[src/rtl/avalon_ahb_bridge.sv]
// Avalon-MM slave to AHB-Lite master bridge: each Avalon read/write command is
// replayed as one SINGLE NONSEQ AHB transfer, with read data and error status returned.
module avalon_ahb_bridge (
    input  logic        clk,
    input  logic        reset,
    input  logic [31:0] address,
    input  logic        read,
    input  logic        write,
    input  logic [31:0] writedata,
    input  logic [3:0]  byteenable,
    output logic        waitrequest,
    output logic        readdatavalid,
    output logic [31:0] readdata,
    output logic [1:0]  response,
    output logic        bus_error,
    output logic [31:0] HADDR,
    output logic [1:0]  HTRANS,
    output logic        HWRITE,
    output logic [2:0]  HSIZE,
    output logic [2:0]  HBURST,
    output logic [3:0]  HPROT,
    output logic [31:0] HWDATA,
    input  logic [31:0] HRDATA,
    input  logic        HREADY,
    input  logic [1:0]  HRESP
);

    typedef enum logic [1:0] {
        IDLE = 2'd0,
        ADDR = 2'd1,
        DATA = 2'd2
    } state_t;

    state_t      state_q;
    state_t      state_d;
    logic        accept;
    logic        complete;
    logic [2:0]  size_dec;
    logic [1:0]  lsb_dec;
    logic [31:0] haddr_q;
    logic        hwrite_q;
    logic [2:0]  hsize_q;
    logic [31:0] hwdata_q;

    // Byte lanes select the transfer size and the low address bits; odd patterns fall back to a word.
    always_comb begin
        size_dec = 3'b010;
        lsb_dec  = 2'b00;
        case (byteenable)
            4'b0011: begin size_dec = 3'b001; lsb_dec = 2'b00; end
            4'b1100: begin size_dec = 3'b001; lsb_dec = 2'b10; end
            4'b0001: begin size_dec = 3'b000; lsb_dec = 2'b00; end
            4'b0010: begin size_dec = 3'b000; lsb_dec = 2'b01; end
            4'b0100: begin size_dec = 3'b000; lsb_dec = 2'b10; end
            4'b1000: begin size_dec = 3'b000; lsb_dec = 2'b11; end
            default: begin size_dec = 3'b010; lsb_dec = 2'b00; end
        endcase
    end

    always_comb begin
        state_d  = state_q;
        accept   = 1'b0;
        complete = 1'b0;
        case (state_q)
            IDLE: begin
                if (read || write) begin
                    accept  = 1'b1;
                    state_d = ADDR;
                end
            end
            ADDR: begin
                if (HREADY) begin
                    state_d = DATA;
                end
            end
            DATA: begin
                if (HREADY) begin
                    complete = 1'b1;
                    state_d  = IDLE;
                end
            end
            default: state_d = IDLE;
        endcase
    end

    // A simultaneous read+write is treated as a write; the response is sampled only on the HREADY edge.
    always_ff @(posedge clk) begin
        if (reset) begin
            state_q       <= IDLE;
            haddr_q       <= 32'h0;
            hwrite_q      <= 1'b0;
            hsize_q       <= 3'b010;
            hwdata_q      <= 32'h0;
            readdatavalid <= 1'b0;
            readdata      <= 32'h0;
            response      <= 2'b00;
            bus_error     <= 1'b0;
        end else begin
            state_q       <= state_d;
            readdatavalid <= 1'b0;
            bus_error     <= 1'b0;
            if (accept) begin
                haddr_q  <= {address[31:2], lsb_dec};
                hwrite_q <= write;
                hsize_q  <= size_dec;
                hwdata_q <= writedata;
            end
            if (complete) begin
                bus_error <= (HRESP == 2'b01);
                if (!hwrite_q) begin
                    readdatavalid <= 1'b1;
                    readdata      <= HRDATA;
                    response      <= (HRESP == 2'b01) ? 2'b10 : 2'b00;
                end
            end
        end
    end

    assign waitrequest = reset || (state_q != IDLE);
    assign HTRANS      = (state_q == ADDR) ? 2'b10 : 2'b00;
    assign HADDR       = haddr_q;
    assign HWRITE      = hwrite_q;
    assign HSIZE       = hsize_q;
    assign HWDATA      = hwdata_q;
    assign HBURST      = 3'b000;
    assign HPROT       = 4'b0011;

endmodule

[config.mk]
export PLATFORM = sky130hd
export DESIGN_NAME = avalon_ahb_bridge
export DESIGN_NICKNAME = d
export VERILOG_FILES = /design/src/rtl/avalon_ahb_bridge.sv
export SDC_FILE = /design/constraint.sdc
export NUM_CORES = 1
export LEC_CHECK = 0
export BUFFER_PORTS_ARGS = -buffer_cell sky130_fd_sc_hd__buf_4
export CAP_MARGIN = 20
export CELL_PAD_IN_SITES_DETAIL_PLACEMENT = 2
export CELL_PAD_IN_SITES_GLOBAL_PLACEMENT = 2
export CORE_UTILIZATION = 23
export DETAILED_ROUTE_END_ITERATION = 12
export PLACE_DENSITY = 0.9
export SLEW_MARGIN = 20
export SYNTH_ARGS = -nofsm -noshare
export SYNTH_HDL_FRONTEND = slang
export SYNTH_SLANG_ARGS = --single-unit
[constraint.sdc]
create_clock -name clk -period 1.5 [get_ports clk]
set_input_delay 0.225 -clock clk [delete_from_list [all_inputs] [get_ports clk]]
set_output_delay 0.225 -clock clk [all_outputs]
set_load 0.03 [all_outputs]
-- Word-level counts from Yosys, hierarchy flattened
Index checks and enable logic that the tools add are counted.
- add/sub/neg operators: 0
- multiply operators: 0
- divide/modulo/power cells: 0
- order comparisons: 0
- eq/ne operators: 12
- shifts and indexed selects: 0
- multiplexer cells: 13
- bitwise logic cells: 2
- reduce and logical (&&, ||, !) cells: 10
- operators by type and width (cell ; count):
    2-bit case mux with 3 select lines ; 2
    2-bit two-way mux ; 5
    4-bit by 2-bit == test with 1-bit output, second input constant ; 2
    4-bit == test, second input constant ; 2
    2-bit inequality test, second input constant ; 3
    2-bit OR reduction ; 3
    1-bit two-way mux ; 5
    2-bit by 1-bit == test with 1-bit output, second input constant ; 2
    4-bit by 1-bit == test with 1-bit output, second input constant ; 1
    4-bit by 3-bit == test with 1-bit output, second input constant ; 1
    2-bit case mux with 2 select lines ; 1
    4-bit OR reduction ; 1
    3-bit AND reduction ; 1
    2-bit == test, second input constant ; 1
    2-bit zero test ; 1
    1-bit logical OR ; 2
    1-bit inverter ; 2
    2-bit AND reduction ; 1
    2-bit nonzero test ; 1
- register bits after elaboration: 106
- latch bits: 0
- RAM bits: 0
- memory bits (read-only): 0
- input bits: 107
- output and inout bits: 114
- word-level logic and storage cells: 46
- memories kept: 0

-- Logic depth before layout (Yosys ltp)
- word-level depth: 4
- depth in mapped cells: 5
- mapped depth without buffers: 3

-- Least setup slack after synthesis
No wires, ideal clock.
- path kind: register to register
- from: reg hwrite_q (netlist: HWRITE)
- to: reg readdata[10]
- setup time: 132 ps
- data arrival time: 1149 ps
- required time: 1368 ps
- slack: 219 ps
- stages on the path, launching flop included: 6
- buffers on the path: 2
- period minus slack after synthesis: 1281 ps
- cell sequence: dfxtp_1 > and4bb_2 > buf_6 > clkbuf_8 > nand2_1 > a21oi_1
- word-level cells in the longest chain between the ends: 2
- ends and longest elaborated chain (item ; RTL line ; source):
    start: declaration ; 41 ; logic hwrite_q;
    start signal: assignment ; 104 ; hwrite_q <= write;
    1-bit inverter (no source line) ; -- ;
    2-bit AND reduction (no source line) ; -- ;
    end signal: assignment ; 95 ; readdata <= 32'h0;
    end signal: assignment ; 112 ; readdata <= HRDATA;
    end: declaration ; 13 ; output logic [31:0] readdata,
Every way passes these cells.
A chain may end at the register's enable or synchronous reset.

-- Final worst setup path
- from: reg state_q[0]
- to: out waitrequest
- word-level cells in the longest chain between the ends: 2
- ends and longest elaborated chain (item ; RTL line ; source):
    start: declaration ; 34 ; state_t state_q;
    start signal: assignment ; 99 ; state_q <= state_d;
    2-bit nonzero test ; 119 ; assign waitrequest = reset || (state_q != IDLE);
    1-bit logical OR ; 119 ;
    end: declaration ; 11 ; output logic waitrequest,
Every way passes these cells.

==> results.sh <==
export IMPL_clk_path_buf_depth=2
export IMPL_grt_pass1_wl_mm=24.62
export IMPL_dp_hpwl_mm=11.42
export IMPL_max_freq_mhz=715.2
export IMPL_grt_pass1_vias=4519
export IMPL_grt_usage=0.1759
export IMPL_timing_hold_ws_ns=0.05487
export IMPL_clockPowerShare=0.357
export IMPL_use_met1=0.2057
export IMPL_grt_ovfl_total=0
export IMPL_portBuffers=208
export IMPL_max_stage_delay_ns=0.33
export IMPL_slew_viol_final=0
export IMPL_p_sw_frac=0.2931
export IMPL_initial_core_util=0.2345
export IMPL_grt_max_degree=39
export IMPL_synthCells=488
export IMPL_pre_cts_ws_ns=0.1670
export IMPL_slowest_stage="dfxtp_2"
export IMPL_synth_most_common_cell="dfxtp_1"
export IMPL_pwr_share_comb=0.224
export IMPL_cts_tree="built"
export IMPL_num_vias=4300
export IMPL_start_kind="flop"
export IMPL_fp_coreArea_sq_um=17240
export IMPL_finalCritPeriodShare=0.9322
export IMPL_fp_dieW_um=134.6
export IMPL_ant_nets=0
export IMPL_ctsHoldBuffers=0
export IMPL_p_sw_mw=2.111
export IMPL_dieArea_sq_um=18110
export IMPL_yosysSeqAreaShare=0.5150
export IMPL_clockRootBuffer="clkbuf_16"
export IMPL_yosysTopAreaCell="dfxtp_1"
export IMPL_rsz0062_at_grt="no"
export IMPL_ys_warn_count=0
export IMPL_place_area_sq_um=5833
export IMPL_nNetsFinal=785
export IMPL_first_pass_iters=4
export IMPL_ys_ff_latch=104
export IMPL_power_frac_seq=0.419
export IMPL_crit_arrival_ns=1.17
export IMPL_routed_wl_mm=15.97
export IMPL_viasPerCell=4.741
export IMPL_setup_worst_path_end_class="output port"
export IMPL_critPathRequiredTime_ns=1.27
export IMPL_ios=221
export IMPL_holdCritPathClass="in -> reg"
export IMPL_setup_viol=0
export IMPL_finClkSkew_ns=0.005738
export IMPL_synthToLayoutAreaGrowth_pct=53.11
export IMPL_synth_avg_cell_area_sq_um=8.284
export IMPL_htree_num_levels=3
export IMPL_final_cell_area_sq_um=6190
export IMPL_leakagePower_nw=2.648
export IMPL_grt_use_met3=0.05443
export IMPL_status="complete, no violations"
export IMPL_netlist_area_leader_share=0.5150
export IMPL_die_h_um=134.6
export IMPL_synth_edf_count=0
export IMPL_criticalPathCategory="reg -> out"
export IMPL_power_mw=7.205
export IMPL_syn_area_sq_um=4043
export IMPL_busiest_layer="met2"
export IMPL_ir_drop_mv=0.5300
export IMPL_async_reset_ff_frac=0
export IMPL_hold_viol=0
export IMPL_fin_util=0.3591
export IMPL_p_int_mw=5.093
export IMPL_drc_errors=0
export IMPL_clk_pin_slew_ns=0.07
export IMPL_diodes=0
export IMPL_synth_cell_type_count=31
export IMPL_gp_congestion=0.7378
export IMPL_row_count=48
export IMPL_crit_fanout=6
export IMPL_p_per_area_nw_per_um2=1164
export IMPL_dp_cells=891
export IMPL_clock_latency_ns=0.34
export IMPL_synth_area_leaders="dfxtp_1 52%, a21oi_1 13%, nand3_1 7.8%"
export IMPL_drive_gt1_frac=0.3695
export IMPL_antenna_found_initial=0
export IMPL_crit_chain="buf_6 -> nor2_4 -> nand2_2 -> buf_6"
export IMPL_routedWlPerCell_um=17.61
export IMPL_numCtsBuffers=9
export IMPL_yosys_top_cells_count="104 x dfxtp_1, 101 x a21oi_1, 68 x nand2_1, 63 x nand3_1, 46 x o21ai_0"
export IMPL_synth_main_ff_cell="dfxtp_1"
export IMPL_layout_setup_ws_ns=0.1018
export IMPL_stdcell_count=907
export IMPL_drt_iter0_markers=131
export IMPL_cap_violations=0
export IMPL_numClockSinks=104
export IMPL_grt_use_met2=0.3048
export IMPL_tns_ns=0
export IMPL_critPathMostFrequentCell="buf_6"
export IMPL_min_period_ns=1.398
power groups by stage:
| stage | logic [mW] | registers [mW] | clock network (mW) |
|---|---|---|---|
| finish | 1.61 | 3.02 | 2.57 |
| global route | 1.73 | 3.04 | 2.78 |
| CTS | 1.66 | 3.02 | 2.68 |
| detailed placement | 1.60 | 3.08 | 0 |
| global placement | 1.57 | 3.07 | 0 |
| floorplan | 0.560 | 3.39 | 0 |
area by class of cell:
| type | instances | area (sq um) |
|---|---|---|
| flip-flops and latches | 104 | 2085 |
| fillers | 1931 | 11050 |
| clock buffers | 10 | 239.0 |
| inverters | 2 | 7.507 |
| well taps | 225 | 281.5 |
| multi-input cells | 332 | 1628 |
| repair buffers | 229 | 1868 |
| clock inverters | 5 | 81.33 |
logic make-up after synthesis:
| kind of cell | count (synthesis) | synth area share |
|---|---|---|
| XOR/XNOR | 2 | 0.004334 |
| buffers and inverters | 60 | 0.09285 |
| AO/OA/AOI/OAI | 171 | 0.2148 |
| AND/OR/NAND/NOR | 149 | 0.1712 |
| flip-flops | 104 | 0.5150 |
| other | 2 | 0.001858 |
critical path: cells and delay by family, from the launching register on:
| kind | cells | cell delay [ns] |
|---|---|---|
| and+or+nand+nor | 2 | 0.23 |
| DFF | 1 | 0.33 |
| buffers and inverters | 2 | 0.27 |
state kept, by name, summed over array words and instances (netlist names):
signal	count
HADDR	32
HWDATA	32
readdata	32
HSIZE	2
state_q	2
HWRITE	1
bus_error	1
readdatavalid	1
response	1
metal layers:
metal  share of wire  up-vias
met5               0        -
met4           0.015        0
met3           0.076       14
met2            0.48      155
met1            0.43     2089
li1                -     2042
cells in the final DEF, fill, tap and decap left out, types with 2 or more instances in the layout:
cell type,count
o21ai_1,20
xor2_1,2
nor2_1,5
o21ai_0,46
buf_12,9
nand3_1,63
buf_4,216
nor2_4,2
nand3b_1,2
nand2_1,67
dfxtp_2,2
dfxtp_1,102
buf_6,3
inv_1,2
bufinv_16,2
conb_1,10
a21oi_1,101
clkbuf_16,9
worst paths after layout:
kind                             from                       end  slack [ns]  cells past startpoint
max           state_q[0]$_SDFFE_PP0P_               waitrequest        0.10                      4
min                          HRESP[1]      bus_error$_SDFF_PP0_        0.05                      2
max reg2reg   state_q[1]$_SDFFE_PP0P_     HADDR[4]$_SDFFE_PP0P_        0.12                      4
min reg2reg  readdata[6]$_SDFFE_PP0P_  readdata[6]$_SDFFE_PP0P_        0.46                      2
timing repair:
| item | 4_1_cts | 5_1_grt |
|---|---|---|
| cloned | 1 | 0 |
| setup endpoints to repair | 1 | 2 |
| resized for setup | 4 | 2 |
| pin swaps | 1 | 1 |
| setup buffers | 2 | 0 |
| endpoints found under the hold margin | 0 | 0 |
No activity file was read; power rests on OpenSTA's default activity.
